### src/rtl/dma_grant_sequencer.sv
// Registers the DMA arbiter's winner into a held grant, runs the start/done
// handshake with the transfer engine and requests a yield once a beat quantum is used.
module dma_grant_sequencer #(
   parameter int CH_NUM  = 31,
   parameter int CH_BITS = $clog2(CH_NUM),
   parameter int QUANTUM = 16
) (
   input  logic               HCLK,
   input  logic               HRESET,
   input  logic [CH_NUM-1:0]  req,
   input  logic [CH_BITS-1:0] next_ch,
   input  logic               de_beat,
   input  logic               de_done,
   output logic [CH_BITS-1:0] cur_ch,
   output logic               advance,
   output logic               ch_start,
   output logic               ch_valid,
   output logic               ch_yield
);

   typedef enum logic [1:0] {
      IDLE,
      START,
      BUSY,
      RELEASE
   } state_t;

   localparam logic [7:0] QUANTUM_Q  = QUANTUM[7:0];
   localparam logic       YIELD_ON   = (QUANTUM != 0);
   localparam logic [7:0] BEAT_MAX   = 8'hFF;

   state_t     state;
   logic [7:0] beat_count;

   // Grant state machine; cur_ch only moves on IDLE->START and in RELEASE,
   // so it is stable for the whole time the engine owns the channel.
   always_ff @(posedge HCLK) begin
      if (HRESET) begin
         state      <= IDLE;
         cur_ch     <= '0;
         beat_count <= '0;
         ch_valid   <= 1'b0;
      end else begin
         case (state)
            IDLE: begin
               if (|req) begin
                  cur_ch <= next_ch;
                  state  <= START;
               end
            end
            START: begin
               if (req[cur_ch]) begin
                  beat_count <= '0;
                  ch_valid   <= 1'b1;
                  state      <= BUSY;
               end else begin
                  state <= IDLE;
               end
            end
            BUSY: begin
               if (de_beat && (beat_count != BEAT_MAX)) begin
                  beat_count <= beat_count + 8'd1;
               end
               if (de_done) begin
                  ch_valid <= 1'b0;
                  state    <= RELEASE;
               end
            end
            RELEASE: begin
               cur_ch <= next_ch;
               state  <= (|req) ? START : IDLE;
            end
            default: begin
               state <= IDLE;
            end
         endcase
      end
   end

   // ch_valid is high exactly in BUSY, so gating with it confines yield to the grant.
   assign ch_yield = YIELD_ON && ch_valid && (beat_count >= QUANTUM_Q);
   assign ch_start = (state == START) && req[cur_ch];
   assign advance  = (state == RELEASE);

endmodule

### config.mk
export PLATFORM = sky130hd
export DESIGN_NAME = dma_grant_sequencer
export DESIGN_NICKNAME = d
export VERILOG_FILES = /design/src/rtl/dma_grant_sequencer.sv
export SDC_FILE = /design/constraint.sdc
export NUM_CORES = 1
export LEC_CHECK = 0
export CORE_UTILIZATION = 25
export CTS_CLUSTER_DIAMETER = 150
export CTS_CLUSTER_SIZE = 16
export DETAILED_ROUTE_END_ITERATION = 12
export GPL_ROUTABILITY_DRIVEN = 0
export RECOVER_POWER = 100
export SLEW_MARGIN = 20
export SYNTH_ARGS = -nofsm -noshare
export SYNTH_HDL_FRONTEND = slang
export SYNTH_SLANG_ARGS = --single-unit
### constraint.sdc
create_clock -name HCLK -period 2.65 [get_ports HCLK]
set_input_delay 0.53 -clock HCLK [delete_from_list [all_inputs] [get_ports HCLK]]
set_output_delay 0.53 -clock HCLK [all_outputs]
set_load 0.005 [all_outputs]
==> impl_results.md, run 1 <==
- Final Cycle Share: 96.1%
- Initial Utilization: ~26%
- HP Start: beat_count[1]$_SDFFE_PP0P_
- CTS tree: done
- Drt drc: 0
- Vias in the first global route: roughly 1400
- Final worst slack: 103 ps
- Worst slew pin tran: approximately 540 ps
- Hold crit path type: register to register
- Cell with the most instances after synthesis: mux2i_1
- Pins Over Slew Limit: 0
- Status: finished clean
- Worst vdd ir: ~0.00021 V
- Worst slew margin: 64.0%
- Post-Route WL: 3760 microns
- Layout fillers: 548
- # diodes: 0
- I/O Buffers: 48
- Share of flip-flops with an asynchronous set or reset: 0%
- Smallest hold slack: 509 ps
- Final instance area: 0.00209 sq mm
- Post-synthesis sequential area ratio: between 20% and 30%
- CP startpoint: req[30]
- Largest cells by area after synthesis: dfxtp_1 24%, mux2i_1 15%, ha_1 6.6%
- Worst Path Max Fanout: 2
- Post-synth top area share: between 20% and 30%
- Origin of the critical flop-to-flop path: cur_ch[1]$_SDFFE_PP0P_
- Clock Pin Slew Worst Setup and Hold Paths: 60 ps
- Overall routing resource usage: about 14%
- Later-pin clock latency in the skew report: roughly 250 ps
- Iter 0 DRT Violations: 83
- Post-route ant nets: 0
- F_max: between 300 and 400 MHz
- Mean Syn Cell Area: between 8 and 9 sq um
- Post-DP HPWL: roughly 3000 microns
- H-tree levels: 1
- CP Data Arrival Time: between 2000 and 2500 ps
- Largest area contributor in the netlist: dfxtp_1
- CTS Buf Count: 3
- Pre-CTS WS: -610 ps
- Core Region: around 0.0051 sq mm
- Initial antenna violation count: 0
- Flop and latch count out of synthesis: 16
- Max cap viols: 0
- Reg2Reg Depth: 8
- Final setup viols: 0
- Row count: 26
- Synthesized Nets: between 150 and 200
- Required @ worst endpoint: approximately 2100 ps
- Post-layout net count: ~270
- Die ar.: between 0.005 and 0.006 sq mm
- Drt first pass iters: 4
- LEAKAGE: slightly below 0.9 nW
- Total Power: about 1 mW
- Setup TNS: 0 ps
- Critical path class: input pin to output pin
- Vias per cell: between 4 and 5
- Nature of the critical path startpoint: input pin
- Setup Skew: 7.61 ps
- Setup bufs post-CTS: 0
- Non-Filler Instances: roughly 290
- Number of enable flip-flop cells after synthesis: 0
- Core Util, Final: approximately 40%
- Area Overhead vs Synth: 56.5%
- Largest net degree at the start of global routing: 14
- Power Dens Cells: between 400 and 500 mW/mm^2
- RSZ-0062 raised after global routing: no
- GR Overflow Total: 0
- Placed Area: 0.00203 sq mm
- Synth cell types: 43
- Mapped Area: between 0.001 and 0.0015 sq mm
- Worst reg2reg setup slack: ~240 ps
- Die Y: 75.1 microns
- Syn Inst Count: ~150
- Via count: around 1400
- Wire per inst: ~13 microns
- Hold Fails Final Rpt: 0
- Share of layout cells above drive strength 1: between 10% and 20%
- Global-route wire length before repair: a little over 6000 microns
- Top FF cell, synth: dfxtp_1
- Crit. End Element: output pin
- Worst hold path stage count: 2
- Die width: 75.1 microns
- Cells after DPL: ~280
- Clock root cell: clkbuf_8
- IO Pins: 49
- Clock tree buffer depth: 2
- TritonCTS Sinks: 16
- Most frequent cells after synthesis: 20 x mux2i_1, 16 x dfxtp_1, 11 x nor2_1
- Period minus WS final: around 2500 ps
- Yosys Warn Count: 0
state kept, by name, summed over array words and instances (netlist names), named ones only:
| name | flops |
|---|---|
| ch_valid | 1 |
| beat_count | 8 |
| state | 1 |
| cur_ch | 5 |
final timing paths:
| path | to |
|---|---|
| worst max-delay path | ch_start |
| worst min-delay path | beat_count[1]$_SDFFE_PP0P_ |
| worst max register to register | beat_count[0]$_SDFFE_PP0P_ |
| worst min register to register | beat_count[1]$_SDFFE_PP0P_ |
layer usage:
metal	wire (microns)	GRT usage [%]
met1	1790	18.7
met2	1790	23.9
met3	144	2.68
met4	31	4.19
met5	0	0
power by group:
part	total [mW]	switching (mW)	internal, mW
logic	0.505	0.227	0.278
registers	0.297	0.0335	0.264
clock network	0.221	0.0889	0.132
layout make-up:
| type | count | area (sq um) | area share [%] |
|---|---|---|---|
| inverters | 10 | 37.5 | 1.80 |
| multi-input cells | 117 | 938 | 44.9 |
| repair buffers | 70 | 651 | 31.1 |
| clock buffers | 4 | 55.1 | 2.63 |
| flip-flops and latches | 16 | 320 | 15.3 |
| well taps | 70 | 87.6 | 4.19 |
worst max-delay path, cell delays in order:
cell             delay [ps]
clkdlybuf4s50_1         420
mux2i_1                 150
o21ai_0                 120
a2111oi_2               550
nor4_4                  100
buf_2                   150
placed cells by master, fill, tap and decap left out, types with 3 or more instances in the layout:
master	count
a21boi_0	3
a21oi_1	9
a311oi_1	4
a31o_2	3
buf_4	14
clkbuf_1	4
clkbuf_8	4
clkdlybuf4s50_1	18
dfxtp_1	16
dlygate4sd2_1	16
dlygate4sd3_1	5
dlymetal6s2s_1	8
ha_1	7
inv_1	10
mux2i_1	20
mux4_2	3
nand2_1	7
nand3_1	4
nor2_1	11
nor3_1	3
nor4_1	8
o21ai_0	6
cell families (layout without fill, tap and decap cells):
| logic type | Yosys count | after routing | synth area share, % |
|---|---|---|---|
| AND/OR/NAND/NOR | 47 | 47 | 18.7 |
| AO/OA/AOI/OAI | 40 | 40 | 23.0 |
| multiplexers | 23 | 23 | 20.1 |
| buffers and inverters | 19 | 84 | 7.69 |
| flip-flops | 16 | 16 | 24.0 |
| adder cells (fa/ha/maj) | 7 | 7 | 6.56 |
what timing repair did:
action                     CTS  global route
gates resized for setup     22            10
pin swaps                    2             1
hold endpoints to repair     0             0
setup endpoints to repair    1             2
hold buffers                 0             0
No activity file was read; power rests on OpenSTA's default activity.
==> run 2, diff against run 1 <==
--- a/config.mk
+++ b/config.mk
@@ -15,3 +15,4 @@
 export SYNTH_ARGS = -nofsm -noshare
 export SYNTH_HDL_FRONTEND = slang
 export SYNTH_SLANG_ARGS = --single-unit
+export TNS_END_PERCENT = 1
==> results of run 2 <==
The final DEF is identical to that of run 1; final timing and power are the same.
